<file path="config.mk">
export PLATFORM = sky130hd
export DESIGN_NAME = aes_block_loader
export DESIGN_NICKNAME = d
export VERILOG_FILES = /design/src/rtl/aes_block_loader.sv
export SDC_FILE = /design/constraint.sdc
export NUM_CORES = 1
export LEC_CHECK = 0
export ABC_AREA = 1
export CORE_ASPECT_RATIO = 0.5
export CORE_UTILIZATION = 35
export DETAILED_ROUTE_END_ITERATION = 8
export PLACE_DENSITY_LB_ADDON = 0.3
export SLEW_MARGIN = 30
export SYNTH_ARGS = -nofsm -noshare
export SYNTH_HDL_FRONTEND = slang
export SYNTH_SLANG_ARGS = --single-unit
</file>
<file path="constraint.sdc">
create_clock -name clk -period 4.5 [get_ports clk]
set_input_delay 0.675 -clock clk [delete_from_list [all_inputs] [get_ports clk]]
set_output_delay 0.675 -clock clk [all_outputs]
set_load 0.02 [all_outputs]
</file>
<file path="src/rtl/aes_block_loader.sv">
// aes_block_loader
// ----------------
// Upstream feeder for a byte-serial AES-128 core. The host fills a 16-byte
// plaintext buffer and a 16-byte key buffer at its own pace. On start the
// block holds the core in reset for one cycle, then streams the buffers in
// lockstep (one plaintext/key pair per clock) for the core's 16-cycle load
// window. It then counts LATENCY cycles and raises done while the core
// output holds a valid ciphertext.
//
// Parameters
//   LATENCY   cycles from the last streamed pair until ciphertext valid (1..255)
//
// Ports
//   clk       system clock
//   rst       synchronous active-high reset
//   wr_en     host write strobe (honoured only in IDLE or DONE)
//   wr_key    write target: 1 = key buffer, 0 = plaintext buffer
//   wr_data   host write byte
//   start     request encryption (honoured only with both buffers full)
//   pt_full   plaintext buffer holds 16 bytes
//   key_full  key buffer holds 16 bytes
//   core_rst  active-high reset to the AES core
//   pt_byte   plaintext byte to the core data input (0x00 outside STREAM)
//   key_byte  key byte to the core key input (0x00 outside STREAM)
//   busy      PRIME, STREAM or WAIT in progress
//   done      level; ciphertext on the core output is valid
//
// All outputs are registers or decodes of registers only.

module aes_block_loader #(
    parameter int LATENCY = 160
) (
    input  logic       clk,
    input  logic       rst,
    input  logic       wr_en,
    input  logic       wr_key,
    input  logic [7:0] wr_data,
    input  logic       start,
    output logic       pt_full,
    output logic       key_full,
    output logic       core_rst,
    output logic [7:0] pt_byte,
    output logic [7:0] key_byte,
    output logic       busy,
    output logic       done
);

    typedef enum logic [2:0] {
        S_IDLE,
        S_PRIME,
        S_STREAM,
        S_WAIT,
        S_DONE
    } state_t;

    localparam logic [7:0] WAIT_LAST = 8'(LATENCY - 1);

    state_t     state;
    logic [7:0] pt_buf  [16];
    logic [7:0] key_buf [16];
    logic [4:0] pt_cnt;
    logic [4:0] key_cnt;
    logic [3:0] idx;
    logic [7:0] wcnt;

    logic       wr_ok;
    logic       pt_wr;
    logic       key_wr;

    assign pt_full  = (pt_cnt == 5'd16);
    assign key_full = (key_cnt == 5'd16);

    // Host writes land only while the loader is quiescent and the target
    // buffer still has room; a full buffer silently drops further bytes.
    assign wr_ok  = (state == S_IDLE) || (state == S_DONE);
    assign pt_wr  = wr_ok && wr_en && !wr_key && !pt_full;
    assign key_wr = wr_ok && wr_en &&  wr_key && !key_full;

    // Buffer storage carries no reset; its contents are don't-care after rst.
    always_ff @(posedge clk) begin
        if (pt_wr) begin
            pt_buf[pt_cnt[3:0]] <= wr_data;
        end
        if (key_wr) begin
            key_buf[key_cnt[3:0]] <= wr_data;
        end
    end

    always_ff @(posedge clk) begin
        if (rst) begin
            state    <= S_IDLE;
            pt_cnt   <= 5'd0;
            key_cnt  <= 5'd0;
            idx      <= 4'd0;
            wcnt     <= 8'd0;
            core_rst <= 1'b1;
            busy     <= 1'b0;
            done     <= 1'b0;
            pt_byte  <= 8'h00;
            key_byte <= 8'h00;
        end else begin
            if (pt_wr) begin
                pt_cnt <= pt_cnt + 5'd1;
            end
            if (key_wr) begin
                key_cnt <= key_cnt + 5'd1;
            end

            case (state)
                S_IDLE, S_DONE: begin
                    // start is judged on the counts registered before this
                    // cycle, so a same-cycle write cannot complete a buffer.
                    if (start && pt_full && key_full) begin
                        state    <= S_PRIME;
                        core_rst <= 1'b1;
                        busy     <= 1'b1;
                        done     <= 1'b0;
                    end
                end

                S_PRIME: begin
                    // Preload pair 0 so it is on the outputs in STREAM k=0.
                    state    <= S_STREAM;
                    idx      <= 4'd0;
                    core_rst <= 1'b0;
                    pt_byte  <= pt_buf[0];
                    key_byte <= key_buf[0];
                end

                S_STREAM: begin
                    // idx is the pair currently presented; fetch the next one.
                    if (idx == 4'd15) begin
                        state    <= S_WAIT;
                        wcnt     <= 8'd0;
                        pt_byte  <= 8'h00;
                        key_byte <= 8'h00;
                    end else begin
                        idx      <= idx + 4'd1;
                        pt_byte  <= pt_buf[idx + 4'd1];
                        key_byte <= key_buf[idx + 4'd1];
                    end
                end

                S_WAIT: begin
                    if (wcnt == WAIT_LAST) begin
                        state   <= S_DONE;
                        busy    <= 1'b0;
                        done    <= 1'b1;
                        // Counts reopen the buffers for the next block; the
                        // byte contents are left in place.
                        pt_cnt  <= 5'd0;
                        key_cnt <= 5'd0;
                    end else begin
                        wcnt <= wcnt + 8'd1;
                    end
                end

                default: begin
                    state    <= S_IDLE;
                    core_rst <= 1'b1;
                    busy     <= 1'b0;
                    done     <= 1'b0;
                    pt_byte  <= 8'h00;
                    key_byte <= 8'h00;
                end
            endcase
        end
    end

endmodule
</file>
Word level (Yosys, flattened, before mapping)
Memories as Yosys holds them, arrays and structs flattened. Index checks and enable logic that the tools add are counted.

Bits in registers: 44. Bits in writable memories: 256. Output and inout port bits: 21. Memories: 2.

Memory list: key_buf (depth 16, width 8, read ports 2, clocked after Yosys merged registers in 0, wr ports 1, line 60) `logic [7:0] key_buf [16];`; pt_buf (depth 16, width 8, read ports 2, clocked after Yosys merged registers in 0, wr ports 1, line 59) `logic [7:0] pt_buf [16];`.

Add/subtract/negate cells: 4. Equality and inequality tests: 13. Multiplexer cells: 30. Bitwise gates (word level): 2. Reductions and logical operators: 23.

Operators with widths (number): one-hot mux 8 bit (3 select lines) (2); 2-to-1 mux 8 bit (4); 2-to-1 mux 5 bit (6); one-hot mux 8 bit (2 select lines) (1); one-hot mux 3 bit (4 select lines) (1); adder 5 x 1 -> 5 bit, second input constant (2); == test 5 bit, second input constant (2); != test 2 bit, second input constant (5); 2-to-1 mux 3 bit (3); one-hot mux 1 bit (3 select lines) (3); AND reduction 3 bit (3); adder 8 x 1 -> 8 bit, second input constant (1); == test 8 bit, second input constant (1); 2-to-1 mux 1 bit (8); one-hot mux 4 bit (2 select lines) (1); logical AND 1 bit (7); == test 3 x 2 -> 1 bit, second input constant (2); OR reduction 2 bit (3); adder 4 x 1 -> 4 bit, second input constant (1); == test 4 bit, second input constant (1); 2-to-1 mux 4 bit (1); AND reduction 2 bit (2); nonzero test 2 bit (2); == test 3 x 1 -> 1 bit, second input constant (1); 6 further kinds (9).

Depth between registers and ports, before layout
Depth in word-level cells: 8. Mapped depth: 14.

Worst setup path after synthesis
No wires, ideal clock.

Path type: reg2reg. Start: reg pt_cnt[0]. End: mem pt_buf[11][0] (enable). Setup time: 370 ps. Arrival: 1644 ps. Data required time: 4130 ps. Path slack: 2486 ps. Stages on the path, launching flop included: 10. Path buffers: 0. Clock period less this slack: 2014 ps. Cell sequence: dfxtp_1 inv_1 ha_1 nand2_1 nor2_1 nor3_4 nand2_1 inv_1 nand2_1 nor2_1.

Word-level cells in the longest chain between the ends: 5.

RTL lines: start: declaration (line 61) `logic [4:0] pt_cnt;`; start signal: assignment (line 103) `pt_cnt <= pt_cnt + 5'd1;`; == test 5 bit (line 70) `assign pt_full = (pt_cnt == 5'd16);`; named net pt_full (line 39) `output logic pt_full,`; zero test 1 bit (line 76) `assign pt_wr = wr_ok && wr_en && !wr_key && !pt_full;`; logical AND 1 bit (line 76); 2-to-1 mux 1 bit (line 81) `if (pt_wr) begin`; 2-to-1 mux 1 bit (implied by the code) (line 82) `pt_buf[pt_cnt[3:0]] <= wr_data;`; end: declaration (line 59).

The timed path passes the listed nets, and every way through them passes these cells.

Worst setup path after layout
Start: reg key_cnt[0]. End: out key_full.

Word-level cells in the longest chain between the ends: 1.

RTL lines: start: declaration (line 62) `logic [4:0] key_cnt;`; start signal: assignment (line 106) `key_cnt <= key_cnt + 5'd1;`; == test 5 bit (line 71) `assign key_full = (key_cnt == 5'd16);`; end: declaration (line 40) `output logic key_full,`.

No other way between the ends.

==> results.cfg <==
[worst_setup_path]
cp_top_family = buffers and inverters
crit_required_ns = 3.83
path_cells = inv_1, ha_1, nand2_1, nor2_1, clkdlybuf4s50_1
critPathMaxFanout = 4
endpoint_kind = primary output
startpoint_type = register
critPathSlowestCell = clkdlybuf4s50_1
critical_path_arrival_ns = 2.45
critPathKind = reg -> out
slowest_delay_ns = 0.72
critPathBufInv = 2

[final_layout]
syn_to_final_growth_pct = 13.5
final_cell_mix = nand2_1 (467), edfxtp_1 (256), inv_1 (241)
final_nets = 1449
final_common_cell = nand2_1
fin_util_pct = 41.1
finalInstanceArea_um2 = 15000
fillers = 3467
stdcell_count = 1932
insertedDiodeCount = 0
drive_gt1_share_pct = 5.11

[timing]
clock_skew_ns = 0.0127
period_share_pct = 69.5
setup_viol = 0
period_needed_ns = 3.13
relSlewSlack_pct = 37.4
slew_violations = 0
tns_ns = 0
max_slew.worst_pin.slew_ns = 0.935
fin_ws_ns = 1.37
fin_hold_ws_ns = 0.444
max_freq_ghz = 0.320
rsz0062_at_grt = no
hold_viol = 0

[global_routing]
grt_pass1_wl_um = 51400
grt_overflow_total = 0
grt_max_degree = 110
track_usage_pct = 17.4
grt_pass1_vias = 8504
antenna_found_initial = 0

[logic_synthesis]
ys_top_cells_by_area = edfxtp_1 (58%), nand2_1 (13%), nand3_1 (8.3%)
synth_compound_area_share_pct = 1.22
synth_mux_area_share_pct = 0
synth_top_family_by_area = simple AND/OR/NAND/NOR gates
synth_xor_area_share_pct = 0.632
synth-edff-count = 256
synth_fa_ha_area_share_pct = 0.943
synth.avg_cell_area_um2 = 9.48
ys_seq_elements = 300
synth_fp_nets = 1422
synth_top_area_share_pct = 58.0
synthesis.area_um2 = 13300
ys.warnings.count = 0
syn_inst = 1399
synth-simple-area-share_pct = 23.8
async_reset_ff_share_pct = 0
seq_area_frac_synth_pct = 64.6
synth_cell_types = 32
yosys.area.top_type = edfxtp_1
synth_ff_type = edfxtp_1

[placement]
place_area_um2 = 14200
dp.cells = 1878
place_ws_ns = 1.63
dp_hpwl_um = 20200
place.gp.congestion = 0.836
port_buffers = 33

[cts]
cts_tree = yes
cts_buffer_depth = 3
post_cts_resized = 0
cts_setup_buffers = 0
clock-sinks = 300
cts_made_buffers = 29
ctsHoldBuffers = 0
clock_latency_ns = 0.56
cts_root_buffer = clkbuf_16
htreeDepth = 1
clkSlewWorstSetupHoldPaths_ns = 0.06

[die]
std_cell_rows = 49
io_pins = 34
initial_core_util_pct = 36.2
fp.dieH_um = 140
coreArea_um2 = 36600
dieArea_um2 = 38700
die_w_um = 277

[power_and_ir_drop]
seqPwrFrac_pct = 51.9
switching_share_pct = 24.3
power_density_nw_per_um2 = 396
p_int_mw = 4.51
combinationalPowerShare_pct = 9.0
leakagePower_nw = 6.31
total_power_mw = 5.96
ir_worst_vdd_mv = 0.280
power_switching_mw = 1.45
pwr-share-clk_pct = 39.1

[status]
outcome = completed

[route]
antenna_left = 0
drt_iter0_drc = 1008
wl_met2_um = 14400
m1WireLength_um = 16000
wl_per_cell_um = 17.3
dr.pass1.iters = 7
dr.max_layer_used = met4
via_count = 9219
met3_length_um = 2400
via_per_inst = 4.77
wl_um = 33400
remaining_drc_errors = 0

[hold_path]
holdCritPathClass = reg -> reg

[flow_run]
drv_cap = 0
==> layer usage <==
| layer | track usage [%] | vias to the layer above |
|---|---|---|
| met4 | 3.77 | 0 |
| li1 | - | 4528 |
| met5 | 0 | - |
| met2 | 26.6 | 278 |
| met3 | 3.22 | 37 |
| met1 | 25.5 | 4376 |
==> tightest hold or removal path, stage by stage, from the launching register on <==
cell and delay, ns:
dfxtp_1 0.31, inv_1 0.05, a21oi_1 0.05
==> registers in the layout, indices dropped and copies added, names as in the netlist <==
signal and flops:
pt_byte 8, pt_buf 128, key_cnt 5, done 1
key_byte 8, wcnt 8, core_rst 1, idx 4
pt_cnt 5, state 3, busy 1, key_buf 128
==> path summary, 6_finish.rpt <==
check,startpoint,slack [ns],cells after the start,end
worst max-delay path,key_cnt[0]$_SDFF_PP0_,1.37,5,key_full
worst min-delay path,busy$_SDFFE_PP0P_,0.44,2,busy$_SDFFE_PP0P_
worst max register to register,idx[0]$_SDFFE_PP0P_,1.63,11,key_byte[1]$_SDFFE_PP0N_
worst min register to register,busy$_SDFFE_PP0P_,0.44,2,busy$_SDFFE_PP0P_
==> final cells by class <==
class / count / area [µm²] / area share, %
inverter: 244 / 918 / 6.10
clock inverter: 15 / 121 / 0.806
tap: 484 / 606 / 4.02
sequential: 300 / 8570 / 57.0
clock buffer: 38 / 759 / 5.05
multi-input combinational: 799 / 3580 / 23.8
timing repair buffer: 52 / 497 / 3.30
==> power groups by stage <==
stage	registers, mW	clock network (mW)	logic [mW]
after floorplan	3.15	0	0.313
after global placement	3.15	0	0.533
after detailed placement	3.15	0	0.535
after CTS	3.09	2.37	0.537
after global routing	3.10	2.47	0.592
final	3.10	2.33	0.536
==> cell usage after synthesis (6+ instances only) <==
cell type and count:
inv_1 242, clkbuf_1 17, buf_2 32, edfxtp_1 256, nand3_1 220, nor2_1 50
buf_1 6, dfxtp_1 44, nand2_1 467, o21ai_0 6, a21oi_1 20, ha_1 10
==> cell families (layout without fill, tap and decap cells) <==
group	count (synthesis)	count (layout)
AOI/OAI and AO/OA	30	30
DFF	300	300
buffers and inverters	300	349
xor gates and xnor gates	7	7
and+or+nand+nor	752	752
adders and majority gates	10	10
No activity file was read; power rests on OpenSTA's default activity.
